===== config.mk =====
export PLATFORM = sky130hd
export DESIGN_NAME = encoder_4_2_irq
export DESIGN_NICKNAME = d
export VERILOG_FILES = /design/src/rtl/encoder_4_2_irq.sv
export SDC_FILE = /design/constraint.sdc
export NUM_CORES = 1
export LEC_CHECK = 0
export ABC_AREA = 1
export BUFFER_PORTS_ARGS = -buffer_cell sky130_fd_sc_hd__buf_4
export CAP_MARGIN = 10
export CORE_AREA = 2 2 39 41
export DETAILED_ROUTE_END_ITERATION = 7
export DIE_AREA = 0 0 41 43
export PLACE_DENSITY_LB_ADDON = 0.25
export RECOVER_POWER = 100
export SYNTH_ARGS = -nofsm -noshare
export SYNTH_HDL_FRONTEND = slang
export SYNTH_SLANG_ARGS = --single-unit

===== constraint.sdc =====
create_clock -name clk -period 1.3 [get_ports clk]
set_input_delay 0.195 -clock clk [delete_from_list [all_inputs] [get_ports clk]]
set_output_delay 0.195 -clock clk [all_outputs]
set_load 0.05 [all_outputs]

===== src/rtl/encoder_4_2_irq.sv =====
// Sequential 4-to-2 priority encoder: latches request pulses into a pending set and hands out the winning index.
// Latency: request sampled at edge N -> pending after N -> valid/out after N+1; one code per 2 cycles max.
// Backpressure: out/valid hold while ready=0; new requests merge into pending and never disturb a presented code.
//
// Ports:
//   clk      rising-edge clock for all state
//   rst_n    asynchronous active-low reset (release synchronised externally)
//   enable   1 = inp is ORed into pending this edge, 0 = inp ignored
//   inp      four request lines (level or pulse)
//   ready    consumer accepts out when valid && ready at a rising edge
//   out      index of the served request, meaningful while valid=1
//   valid    out holds a code awaiting acceptance
//   pending  current pending register (observation only)
module encoder_4_2_irq #(
  // 1: bit 3 wins over bit 0; 0: bit 0 wins over bit 3
  parameter bit HIGH_FIRST = 1'b1
) (
  input  logic       clk,
  input  logic       rst_n,
  input  logic       enable,
  input  logic [3:0] inp,
  input  logic       ready,
  output logic [1:0] out,
  output logic       valid,
  output logic [3:0] pending
);

  localparam logic [0:0] IDLE    = 1'b0;
  localparam logic [0:0] PRESENT = 1'b1;

  logic [0:0] state_q, state_d;
  logic [3:0] pending_q, pending_d;
  logic [1:0] out_q, out_d;
  logic       valid_q, valid_d;

  logic       accept;
  logic [3:0] clr;
  logic [3:0] set;

  // Index of the winning pending bit. The later match in each loop wins,
  // so the scan direction encodes the priority order.
  function automatic logic [1:0] pick(input logic [3:0] p);
    logic [1:0] idx;
    idx = 2'b00;
    if (HIGH_FIRST) begin
      for (int i = 0; i < 4; i++) begin
        if (p[i]) idx = 2'(i);
      end
    end else begin
      for (int i = 3; i >= 0; i--) begin
        if (p[i]) idx = 2'(i);
      end
    end
    return idx;
  endfunction

  assign accept = valid_q & ready;
  assign clr    = accept ? (4'b0001 << out_q) : 4'b0000;
  assign set    = enable ? inp : 4'b0000;

  // Set is applied after clear, so a re-request landing on the accept edge
  // survives and is served again.
  assign pending_d = (pending_q & ~clr) | set;

  always_comb begin
    state_d = state_q;
    out_d   = out_q;
    valid_d = valid_q;
    unique case (state_q)
      IDLE: begin
        // Selection looks only at the registered set, never at live inp,
        // which keeps every output a pure flop.
        if (pending_q != 4'b0000) begin
          out_d   = pick(pending_q);
          valid_d = 1'b1;
          state_d = PRESENT;
        end else begin
          valid_d = 1'b0;
        end
      end
      PRESENT: begin
        // out is frozen for the whole stall; it is left at its last value
        // after acceptance rather than being zeroed.
        if (ready) begin
          valid_d = 1'b0;
          state_d = IDLE;
        end
      end
      default: begin
        state_d = IDLE;
        valid_d = 1'b0;
      end
    endcase
  end

  always_ff @(posedge clk or negedge rst_n) begin
    if (!rst_n) begin
      state_q   <= IDLE;
      pending_q <= 4'b0000;
      out_q     <= 2'b00;
      valid_q   <= 1'b0;
    end else begin
      state_q   <= state_d;
      pending_q <= pending_d;
      out_q     <= out_d;
      valid_q   <= valid_d;
    end
  end

  assign out     = out_q;
  assign valid   = valid_q;
  assign pending = pending_q;

endmodule

==> flow_metrics.py <==
metrics = {
    "sta": {
        "period_needed_ns": 1.17,
        "timing_max_transition_violations_final": 0,
        "finalClockSkew_ns": 0.00303,
        "tightest_slew_ns": 0.434,
        "fin_setup_tns_ns": 0,
        "post-route-period-util_pct": 89.9,
        "timing.fmax_mhz": 856,
        "final_setup_violations": 0,
        "slew-limit-headroom_pct": 71.1,
        "rsz0062_at_grt": "false",
        "final-hold-violation-count": 0,
    },
    "worst_setup_path": {
        "crit_path_start_kind": "flop",
        "crit_path_required_time_ns": 1.11,
        "critPathCapture": "out[0]",
        "r2r_cells": 4,
        "largest_incremental_delay_on_the_critical_path_ns": 0.41,
        "timing.critical_path.fanout_max": 5,
        "worst_setup_path_startpoint": "out[0]",
        "regToRegStartpoint": "pending[1]",
        "endpoint_kind": "primary output",
        "reg2reg_setup_slack_ns": 0.34,
        "setup.worst_path.class": "flop to primary output",
        "critical_path_depth": 1,
        "critical_path.reg2reg.endpoint": "valid",
        "crit_buf_inv": 1,
        "crit_chain": "clkbuf_2",
        "crit_family": "flip-flops",
        "worstPathArrival_ns": 0.97,
        "cp_max_stage_cell": "sky130_fd_sc_hd__dfrtp_1",
    },
    "logic_synthesis": {
        "sequential_cell_area_fraction_in_the_yosys_report_pct": 56.3,
        "gate_count_of_the_mapped_netlist": 45,
        "yosys_warnings": 0,
        "syn-mean-instance-area_sq_um": 7.90,
        "synth.distinct_cells": 8,
        "top_post_synthesis_cells_by_area": "sky130_fd_sc_hd__dfrtp_1 (56%), sky130_fd_sc_hd__nand2_1 (21%), sky130_fd_sc_hd__o21ai_0 (8.5%)",
        "yosysTopAreaCell": "sky130_fd_sc_hd__dfrtp_1",
        "syn-cell-area_sq_um": 355,
        "ys_seq_elements": 8,
        "area_share_of_the_largest_cell_type_after_synthesis_pct": 56.3,
        "syn_nets": 53,
    },
    "die": {
        "num_io_pins": 15,
        "die_h_um": 43,
        "placeableCoreArea_sq_mm": 0.00138,
        "initial_utilization_pct": 25.7,
        "floorplan.rows": 14,
        "floorplan.die_area_sq_mm": 0.00176,
        "die_width_um": 41,
    },
    "grt": {
        "global_route.overflow_total": 0,
        "number_of_global_route_vias_before_repair": 339,
        "pin_count_of_the_biggest_net_entering_global_routing": 9,
        "grt.total_usage_pct": 12.2,
        "global_route_wire_length_before_repair_mm": 1.35,
        "initial_antenna_violation_count": 0,
    },
    "detailed_routing": {
        "avgViaCountPerCell": 4.46,
        "num_vias": 352,
        "drt_drc_violations_left": 0,
        "detailedRoute.firstPassIterationCount": 4,
        "detail_route.wirelength_um": 818,
        "route.detailed.wl_per_inst_um": 10.4,
        "drt_iter0_drc": 1,
        "drt.antenna.violating_nets": 0,
    },
    "cts": {
        "cts_buffers": 3,
        "cts_max_path_buffers": 2,
        "htree_levels": 1,
        "clkTransAtPathRegs_ns": 0.06,
        "clockRootBuffer": "sky130_fd_sc_hd__clkbuf_4",
        "clock_sink_count": 8,
        "post-cts-setup-buffers": 0,
        "cts_tree": "built",
        "insertion_delay_ns": 0.26,
        "cts_repair_resize_count": 0,
        "holdBufCountCts": 1,
    },
    "cells_and_area": {
        "layout-drive-gt1-share_pct": 25.4,
        "antenna_cells": 0,
        "filler_cell_count": 160,
        "layout-area-overhead-vs-synth_pct": 38.0,
        "total_non_filler_cell_area_in_the_finished_layout_sq_um": 490,
        "nets": 73,
    },
    "place": {
        "place.gp.congestion": 0.693,
        "dp.final_hpwl_um": 627,
        "dpl_cell_area_sq_um": 480,
        "portBuffers": 14,
    },
    "power": {
        "leakage_nw": 0.259,
        "vdd.ir_drop.worst_mv": 0.688,
        "post-layout-total-power_w": 0.00142,
        "power_density_mw_per_mm2": 2900,
    },
    "flow_run": {
        "max_cap_violations": 0,
    },
    "min_path": {
        "kind_of_path_behind_the_tightest_hold_check": "primary input to flop",
        "timing.hold.worst.start": "inp[1]",
    },
    "status": {
        "run_status": "finished clean",
    },
}
## layer usage
layer / share of wire, % / vias to the layer above / track usage (%)
li1: - / 174 / -
met1: 47 / 162 / 15.7
met2: 43 / 11 / 15.3
met3: 4.2 / 5 / 1.57
met4: 5.9 / 0 / 14.0
met5: 0 / - / 0
## power breakdown
| group | internal [W] | switching [W] | total [W] |
|---|---|---|---|
| sequential | 0.000368 | 0.000117 | 0.000486 |
| combinational | 0.000181 | 0.000552 | 0.000733 |
| clock | 0.000106 | 0.0000961 | 0.000203 |
| total | 0.000656 | 0.000766 | 0.00142 |
## cells in the mapped netlist
| library cell | number |
|---|---|
| sky130_fd_sc_hd__nand2_1 | 20 |
| sky130_fd_sc_hd__dfrtp_1 | 8 |
| sky130_fd_sc_hd__inv_1 | 6 |
| sky130_fd_sc_hd__o21ai_0 | 6 |
| sky130_fd_sc_hd__nor2_1 | 2 |
| sky130_fd_sc_hd__nand3_1 | 1 |
| sky130_fd_sc_hd__o21ai_2 | 1 |
| sky130_fd_sc_hd__or2_1 | 1 |
## how the worst min path moves through the flow
| stage | to | slack, ns | cells after the start |
|---|---|---|---|
| floorplan | out[0] | -0.10 | 0 |
| global placement | pending[2] | 0.02 | 1 |
| detailed placement | pending[2] | 0.02 | 1 |
| CTS | pending[1] | 0.13 | 3 |
| global route | pending[1] | 0.14 | 3 |
| finish | pending[1] | 0.13 | 3 |
## cells in the final DEF (no fill, tap or decap)
master                          instances
sky130_fd_sc_hd__clkbuf_4               3
sky130_fd_sc_hd__nor2_1                 2
sky130_fd_sc_hd__o21ai_0                7
sky130_fd_sc_hd__nand2_1               20
sky130_fd_sc_hd__nand3_1                1
sky130_fd_sc_hd__or2_1                  1
sky130_fd_sc_hd__dlygate4sd3_1          1
sky130_fd_sc_hd__clkbuf_2               6
sky130_fd_sc_hd__buf_4                  7
sky130_fd_sc_hd__inv_1                  6
sky130_fd_sc_hd__clkbuf_1               1
sky130_fd_sc_hd__dfrtp_1                8
## sequential cells by signal, indices dropped and copies added, names as in the netlist
signal,flops
pending,4
out,2
state_q,1
valid,1
## per-stage QoR
stage / cells / util [%] / hold slack (ns) / setup slack, ns
2_1_floorplan: 45 / - / -0.101 / 0.155
3_3_place_gp: 75 / 34.7 / 0.0189 / 0.366
3_5_place_dp: 75 / 34.7 / 0.0195 / 0.373
4_1_cts: 79 / 37.1 / 0.133 / 0.195
5_1_grt: 79 / 35.4 / 0.144 / 0.101
6_report: 79 / 35.4 / 0.129 / 0.132
## cell families (layout without fill, tap and decap cells)
| family | count (synthesis) | count (layout) | synth area share (%) |
|---|---|---|---|
| DFF | 8 | 8 | 56.3 |
| buffers and inverters | 6 | 24 | 6.34 |
| and+or+nand+nor | 24 | 24 | 26.4 |
| AOI/OAI and AO/OA | 7 | 7 | 10.9 |
## layout make-up
cell class | count | area (sq um) | area share, %
repair buffers | 15 | 96.3 | 19.6
inverters | 6 | 22.5 | 4.59
multi-input cells | 31 | 129 | 26.3
clock buffers | 3 | 22.5 | 4.59
flip-flops and latches | 8 | 200 | 40.8
well taps | 16 | 20.0 | 4.08
Power figures use the tool's default switching activity.
